File: src/rtl/logic_issue.sv
// Issue/retire wrapper for the 64-bit logic unit: input queue, credit-limited issue,
// destination-tag pipe matching the unit latency, and an in-order result queue.
module logic_issue #(
   parameter int IQ_DEPTH = 4,
   parameter int RQ_DEPTH = 4,
   parameter int LU_LAT   = 1
) (
   input  logic        clk,
   input  logic        rst,
   input  logic        in_valid,
   output logic        in_ready,
   input  logic [1:0]  in_ctrl,
   input  logic [63:0] in_op1,
   input  logic [63:0] in_op2,
   input  logic [4:0]  in_rd,
   output logic [1:0]  lu_ctrl,
   output logic [63:0] lu_op1,
   output logic [63:0] lu_op2,
   input  logic [63:0] lu_dst,
   output logic        out_valid,
   input  logic        out_ready,
   output logic [4:0]  out_rd,
   output logic [63:0] out_data,
   output logic        busy
);
   localparam int IQ_AW = $clog2(IQ_DEPTH);
   localparam int RQ_AW = $clog2(RQ_DEPTH);
   localparam int IQ_CW = IQ_AW + 1;
   localparam int RQ_CW = RQ_AW + 1;

   logic [1:0]       iq_ctrl_q [IQ_DEPTH];
   logic [1:0]       iq_ctrl_d [IQ_DEPTH];
   logic [63:0]      iq_op1_q  [IQ_DEPTH];
   logic [63:0]      iq_op1_d  [IQ_DEPTH];
   logic [63:0]      iq_op2_q  [IQ_DEPTH];
   logic [63:0]      iq_op2_d  [IQ_DEPTH];
   logic [4:0]       iq_rd_q   [IQ_DEPTH];
   logic [4:0]       iq_rd_d   [IQ_DEPTH];
   logic [IQ_AW-1:0] iq_head_q, iq_head_d, iq_tail_q, iq_tail_d;
   logic [IQ_CW-1:0] iq_count_q, iq_count_d;

   logic [1:0]       lu_ctrl_q, lu_ctrl_d;
   logic [63:0]      lu_op1_q, lu_op1_d, lu_op2_q, lu_op2_d;

   logic [LU_LAT:0]  tag_vld_q, tag_vld_d;
   logic [4:0]       tag_rd_q [LU_LAT+1];
   logic [4:0]       tag_rd_d [LU_LAT+1];

   logic [4:0]       rq_rd_q   [RQ_DEPTH];
   logic [4:0]       rq_rd_d   [RQ_DEPTH];
   logic [63:0]      rq_data_q [RQ_DEPTH];
   logic [63:0]      rq_data_d [RQ_DEPTH];
   logic [RQ_AW-1:0] rq_head_q, rq_head_d, rq_tail_q, rq_tail_d;
   logic [RQ_CW-1:0] rq_count_q, rq_count_d;

   logic       iq_push, issue, rq_push, rq_pop;
   logic [7:0] inflight;

   assign in_ready  = !rst && (iq_count_q < IQ_CW'(IQ_DEPTH));
   assign out_valid = (rq_count_q != '0);
   assign out_rd    = rq_rd_q[rq_head_q];
   assign out_data  = rq_data_q[rq_head_q];
   assign busy      = (iq_count_q != '0) || (inflight != '0) || (rq_count_q != '0);
   assign lu_ctrl   = lu_ctrl_q;
   assign lu_op1    = lu_op1_q;
   assign lu_op2    = lu_op2_q;

   always_comb begin
      inflight = '0;
      for (int i = 0; i <= LU_LAT; i++) inflight = inflight + 8'(tag_vld_q[i]);

      iq_push = in_valid && in_ready;
      // Credit counts every tag in the pipe, so the result queue can never overflow.
      issue   = (iq_count_q != '0) &&
                ((32'(inflight) + 32'(rq_count_q)) < 32'(RQ_DEPTH));
      rq_push = tag_vld_q[LU_LAT];
      rq_pop  = out_valid && out_ready;

      iq_ctrl_d  = iq_ctrl_q;
      iq_op1_d   = iq_op1_q;
      iq_op2_d   = iq_op2_q;
      iq_rd_d    = iq_rd_q;
      iq_head_d  = iq_head_q;
      iq_tail_d  = iq_tail_q;
      lu_ctrl_d  = lu_ctrl_q;
      lu_op1_d   = lu_op1_q;
      lu_op2_d   = lu_op2_q;
      rq_rd_d    = rq_rd_q;
      rq_data_d  = rq_data_q;
      rq_head_d  = rq_head_q;
      rq_tail_d  = rq_tail_q;

      if (iq_push) begin
         iq_ctrl_d[iq_tail_q] = in_ctrl;
         iq_op1_d[iq_tail_q]  = in_op1;
         iq_op2_d[iq_tail_q]  = in_op2;
         iq_rd_d[iq_tail_q]   = in_rd;
         iq_tail_d            = iq_tail_q + IQ_AW'(1);
      end
      if (issue) begin
         lu_ctrl_d = iq_ctrl_q[iq_head_q];
         lu_op1_d  = iq_op1_q[iq_head_q];
         lu_op2_d  = iq_op2_q[iq_head_q];
         iq_head_d = iq_head_q + IQ_AW'(1);
      end
      iq_count_d = iq_count_q + IQ_CW'(iq_push) - IQ_CW'(issue);

      tag_vld_d[0] = issue;
      tag_rd_d[0]  = iq_rd_q[iq_head_q];
      for (int i = 1; i <= LU_LAT; i++) begin
         tag_vld_d[i] = tag_vld_q[i-1];
         tag_rd_d[i]  = tag_rd_q[i-1];
      end

      if (rq_push) begin
         rq_rd_d[rq_tail_q]   = tag_rd_q[LU_LAT];
         rq_data_d[rq_tail_q] = lu_dst;
         rq_tail_d            = rq_tail_q + RQ_AW'(1);
      end
      if (rq_pop) rq_head_d = rq_head_q + RQ_AW'(1);
      rq_count_d = rq_count_q + RQ_CW'(rq_push) - RQ_CW'(rq_pop);
   end

   always_ff @(posedge clk) begin
      iq_ctrl_d_to_q: begin
         iq_ctrl_q <= iq_ctrl_d;
         iq_op1_q  <= iq_op1_d;
         iq_op2_q  <= iq_op2_d;
         iq_rd_q   <= iq_rd_d;
         tag_rd_q  <= tag_rd_d;
         rq_rd_q   <= rq_rd_d;
         rq_data_q <= rq_data_d;
      end
      if (rst) begin
         iq_head_q  <= '0;
         iq_tail_q  <= '0;
         iq_count_q <= '0;
         lu_ctrl_q  <= '0;
         lu_op1_q   <= '0;
         lu_op2_q   <= '0;
         tag_vld_q  <= '0;
         rq_head_q  <= '0;
         rq_tail_q  <= '0;
         rq_count_q <= '0;
      end else begin
         iq_head_q  <= iq_head_d;
         iq_tail_q  <= iq_tail_d;
         iq_count_q <= iq_count_d;
         lu_ctrl_q  <= lu_ctrl_d;
         lu_op1_q   <= lu_op1_d;
         lu_op2_q   <= lu_op2_d;
         tag_vld_q  <= tag_vld_d;
         rq_head_q  <= rq_head_d;
         rq_tail_q  <= rq_tail_d;
         rq_count_q <= rq_count_d;
      end
   end
endmodule

File: config.mk
export PLATFORM = sky130hd
export DESIGN_NAME = logic_issue
export DESIGN_NICKNAME = d
export VERILOG_FILES = /design/src/rtl/logic_issue.sv
export SDC_FILE = /design/constraint.sdc
export NUM_CORES = 1
export LEC_CHECK = 0
export CAP_MARGIN = 20
export CORE_MARGIN = 2
export CORE_UTILIZATION = 45
export DETAILED_ROUTE_END_ITERATION = 8
export PLACE_DENSITY = 0.76
export SETUP_SLACK_MARGIN = 0.5
export SLEW_MARGIN = 20
export SYNTH_ARGS = -nofsm -noshare
export SYNTH_HDL_FRONTEND = slang
export SYNTH_SLANG_ARGS = --single-unit
export TNS_END_PERCENT = 50
File: constraint.sdc
create_clock -name clk -period 5.9 [get_ports clk]
set_clock_uncertainty 0.2 [all_clocks]
set_input_delay 0.59 -clock clk [delete_from_list [all_inputs] [get_ports clk]]
set_output_delay 0.59 -clock clk [all_outputs]
set_load 0.1 [all_outputs]
; ---- Word level (Yosys, flattened, before mapping)
; Index checks and enable logic that the tools add are counted.
[word_totals]
inputBits = 203
regBits = 972
output_inout_bits = 202
[op_classes]
reduce_logical = 12
muxes = 34
addsub = 10
n_lt_le_gt_ge = 8
bitwise_logic = 4
[ops]
columns = op, count
row1 = bitwise mux 256 bit, 3
row2 = 2-to-1 mux 64 bit, 8
row3 = binary-select mux 64 bit (select 2 bit), 3
row4 = demux 64 bit (select 2 bit), 2
row5 = bitwise mux 20 bit, 2
row6 = 2-to-1 mux 5 bit, 6
row7 = binary-select mux 5 bit (select 2 bit), 2
row8 = demux 5 bit (select 2 bit), 2
row9 = "greater-or-equal comparator 3 bit, second input constant", 4
row10 = NOT 2 -> 3 bit, 4
row11 = "adder 2 x 1 -> 2 bit, second input constant", 4
row12 = bitwise mux 8 bit, 1
row13 = nonzero test 8 bit, 1
row14 = adder 3 x 1 -> 3 bit, 2
row15 = logical AND 1 bit, 6
row16 = "< comparator 3 x 1 -> 1 bit, second input constant", 2
row17 = 2-to-1 mux 2 bit, 3
row18 = nonzero test 3 bit, 2
row19 = subtractor 3 x 1 -> 3 bit, 2
row20 = adder 2 x 3 -> 4 bit, 1
row21 = binary-select mux 2 bit (select 2 bit), 1
row22 = demux 2 bit (select 2 bit), 1
row23 = "< comparator 4 x 3 -> 1 bit, second input constant", 1
row24 = "< comparator 3 bit, second input constant", 1
row25 = other kinds (3), 4

; ---- Longest topological paths before layout
[depth]
ltp_word = 6
ltp_mapped = 13

; ---- Least setup slack after synthesis
; No wires, ideal clock.
[synth_path]
path_kind = input -> register
start = in rst
end = reg iq_ctrl_q[0] in the netlist's numbering, enable pin
path_stages = 3
n_path_buf = 1
setup_ns = 0.510
setup_slack_ns = 0.881
required_time_ns = 5.190
t_arrival_ns = 4.309
cell_sequence = clkbuf_1 -> nor3b_2 -> and2_1
[synth_between]
elab_chain_len = 3
[synth_lines]
columns = item, line_no
row1 = "start, declared", 9  ; input logic rst,
row2 = zero test 1 bit, 59  ; assign in_ready = !rst && (iq_count_q < IQ_CW'(IQ_DEPTH));
row3 = logical AND 1 bit, 59
row4 = logical AND 1 bit, 72  ; iq_push = in_valid && in_ready;
row5 = "end signal, assigned", 126  ; iq_ctrl_q <= iq_ctrl_d;
row6 = "end, declared", 31  ; logic [1:0] iq_ctrl_q [IQ_DEPTH];
; Every way passes these cells.
; A chain may end at the register's enable or synchronous reset.

; ---- Worst setup path in the final report
[layout_path]
start = reg rq_head_q[0]
end = out out_data[14]
[layout_between]
elab_chain_len = 4
[layout_lines]
columns = item, line_no
row1 = "start, declared", 53  ; logic [RQ_AW-1:0] rq_head_q, rq_head_d, rq_tail_q, rq_tail_d;
row2 = "start signal, assigned", 153  ; rq_head_q <= rq_head_d;
row3 = NOT 2 -> 3 bit (implied by the code), 62  ; assign out_data = rq_data_q[rq_head_q];
row4 = binary-select mux 64 bit (select 2 bit), 62
row5 = 2-to-1 mux 64 bit (implied by the code) (2 in series), 62
row6 = "end, declared", 23  ; output logic [63:0] out_data,
; Every way passes these cells. The select of a mux whose other input is x is not followed.

==> results.md <==
## Status
- finished, final reports clean — result of the run

## Floorplanning
- 285.4 um — Die Ht
- 405 — number of primary I/O pins
- 285.4 um — Die X-Extent
- 45.25% — Initial Util
- 103 — standard-cell rows
- 81450 sq um — area of the die
- 78740 sq um — core box area

## Power and ir drop
- 0.6275 mV — VDD IR max
- 23.75 mW — post-layout total power
- 15.46 nW — leakage power
- 540.0 nW/um^2 — Power Density

## Yosys
- 1640 — Cells after Synth
- 21.73 sq um — average cell area after synthesis
- 68.77% — top-area cell type share of the netlist area
- 35630 sq um — post-synthesis instance area
- 0% — share of flip-flops with an asynchronous set or reset
- 77.53% — sequential fraction of the synthesis area
- 1860 — Synthesized Nets
- edfxtp_1 — most instantiated library cell after synthesis
- 972 — Synth Register Bits
- edfxtp_1 (816), mux4_2 (204), dfxtp_1 (156), a21o_1 (130), o311a_1 (130) — top cells by count, synth
- 816 — number of flops mapped to enable cells by yosys
- 0 — Warnings, synthesis
- 28 — Unique masters post-synth
- edfxtp_1 — top cell type by total area after synthesis
- edfxtp_1 — dominant synthesized flop cell
- edfxtp_1 (69%), mux4_2 (13%), dfxtp_1 (8.8%), o311a_1 (3.7%), a21o_1 (2.7%) — leading post-synthesis cells by cell area

## Worst setup path
- tag_vld_q[1]$_SDFF_PP0_ — Reg2Reg Launch Point
- 11 — depth of the most critical reg-to-reg path
- output port — crit path capture type
- iq_count_q[2]$_SDFF_PP0_ — Worst R2R End
- reg2out — type of the setup path with the least slack
- register — element type at the critical path start
- 5.11 ns — Req. time, crit path
- 3.60 ns — CP Data Arrival Time
- 2.45 ns — reg2reg setup slack
- rq_head_q[0]$_SDFFE_PP0P_ — Worst setup startpoint
- 46 — critical path fanouts, max
- out_data[14] — crit path capture

## Global routing
- 18.77% — Overall Global Routing Usage
- 18680 — vias in the first global route
- 0 — final global-route overflow total
- 15 — antenna violations before repair
- 133 — largest net degree at the start of global routing
- 116.5 mm — wire length of the first global-routing pass

## CTS
- clkbuf_16 — cell at the root of the clock tree
- 0 — Post-CTS Repair Setup Buffers
- 0 — number of buffers inserted for hold repair after clock tree synthesis
- 0.06 ns — register clock-pin slew on the reported worst setup and hold paths
- 972 — Clock Sink Count
- 3 — number of buffers on the longest clock path
- 3 — number of levels the H-tree was split into
- 0 — number of gates given a new drive strength after cts
- built — TritonCTS clock tree
- 0.64 ns — clock latency reported for the late side of the worst-skew pair
- 94 — clock buffer count from CTS

## Min path
- reg2reg — type of the worst min-delay path
- 0 — number of cells on the worst hold path

## STA
- 1.211 ns — actual slew at the worst max-slew pin
- 0 — Max Slew Vio Count
- 0 — final count of hold timing violations
- 0 — setup violation total in the final timing report
- 19.26% — worst slew margin relative to its limit
- 0.1272 ns — final-layout worst hold slack
- 0 ns — final-layout setup total negative slack
- 74.46% — part of the cycle the worst path needs
- 227.6 MHz — fmax
- false — unrepaired setup endpoints after global routing
- 4.393 ns — Final min period

## Routing
- 77.43 mm — Final Routed Wirelength
- 7.666 mm — amount of wire on met3 after detailed routing
- 5 — detailed-routing iteration count for the pre-antenna-repair pass
- 24.37 um — post-detailed-route wirelength per cell
- 17970 — vias
- 37.82 mm — routed wl met2
- 0 — remaining antenna violation count
- 1452 — initial drt markers
- met5 — DR top layer
- 0 — # DRC
- 30.00 mm — M1 WL
- 5.657 — per-cell via count in the routed design

## Flow run
- 0 — # Max-Cap Violations

## Place
- 44.74 mm — HPWL Detailed
- 404 — count of input and output buffers
- 0.7740 — placer's final routability congestion estimate

## Cells and area
- 23.41% — Area Growth Syn to Fin
- 18.53% — share of cells above drive strength 1
- 5655 — count of filler cells inserted in the layout
- 2263 — number of nets in the finished design

flip-flops by register name (all words and copies together), names as in the netlist, 5 cells and up:
name       count
rq_data_q    256
lu_op2        64
iq_ctrl_q      8
iq_op2_q     256
tag_rd_q       5
rq_rd_q       20
iq_rd_q       20
tag_rd_d       5
lu_op1        64
iq_op1_q     256
worst min path at each step:
stage,from,to
floorplan,tag_rd_d[0]$_DFF_P_,tag_rd_q[0]$_DFF_P_
global placement,tag_rd_d[2]$_DFF_P_,tag_rd_q[2]$_DFF_P_
detailed placement,tag_rd_d[0]$_DFF_P_,tag_rd_q[0]$_DFF_P_
CTS,tag_rd_d[0]$_DFF_P_,tag_rd_q[0]$_DFF_P_
global route,tag_rd_d[2]$_DFF_P_,tag_rd_q[2]$_DFF_P_
finish,tag_rd_d[0]$_DFF_P_,tag_rd_q[0]$_DFF_P_
cells in the final DEF (no fill, tap or decap), types with 6 or more instances in the layout:
master	count
a21o_1	130
edfxtp_1	816
diode_2	6
clkbuf_8	10
bufinv_16	11
mux4_2	204
clkbuf_16	94
clkinv_2	19
nor2_1	12
buf_4	16
inv_1	17
clkinv_1	8
clkdlybuf4s50_1	404
o311a_1	130
buf_12	7
ha_1	15
dfxtp_1	152
clkbuf_1	20
xnor2_1	6
stage by stage:
step,area [sq um],setup slack (ns),std cells,util (%)
after floorplan,35630,0.8809,1640,-
after global placement,40790,2.118,2997,51.80
after detailed placement,40790,2.093,2997,51.80
after CTS,43960,1.383,3171,55.83
after global routing,43970,1.245,3174,55.84
final,43970,1.507,3177,55.85
per-layer routing:
layer / vias to the layer above / global-route usage, %
met2: 754 / 30.05
met3: 133 / 6.112
met5: - / 0
met4: 20 / 5.838
met1: 9329 / 24.52
li1: 7735 / -
cells by family after synthesis:
group / after synthesis / share of synthesized area, %
mux: 207 / 12.99
flops: 972 / 77.53
simple gates: 35 / 0.5829
compound gates: 263 / 6.457
xor+xnor: 8 / 0.1966
fa+ha+maj: 17 / 0.6391
buf+inv: 138 / 1.608
power breakdown:
group / switching (mW) / leakage [nW] / internal (mW)
logic: 6.36 / 5.23 / 2.59
registers: 0.494 / 8.67 / 8.22
clock network: 2.52 / 1.55 / 3.56
worst max-delay path, cell delays in order (launching register included):
cell and delay (ns):
dfxtp_4 0.93, buf_4 0.42, mux4_2 0.57, clkdlybuf4s50_1 0.98
layout make-up:
type	count	area, sq um	share of cell area, %
Antenna cell	6	15.01	0.03414
Clock buffer	124	2565	5.833
Clock inverter	50	604.3	1.374
Inverter	18	70.07	0.1593
Multi-Input combinational cell	530	7462	16.97
Sequential cell	972	27640	62.85
Tap cell	1050	1314	2.988
Timing Repair Buffer	427	4304	9.788
No activity file was read; power rests on OpenSTA's default activity.
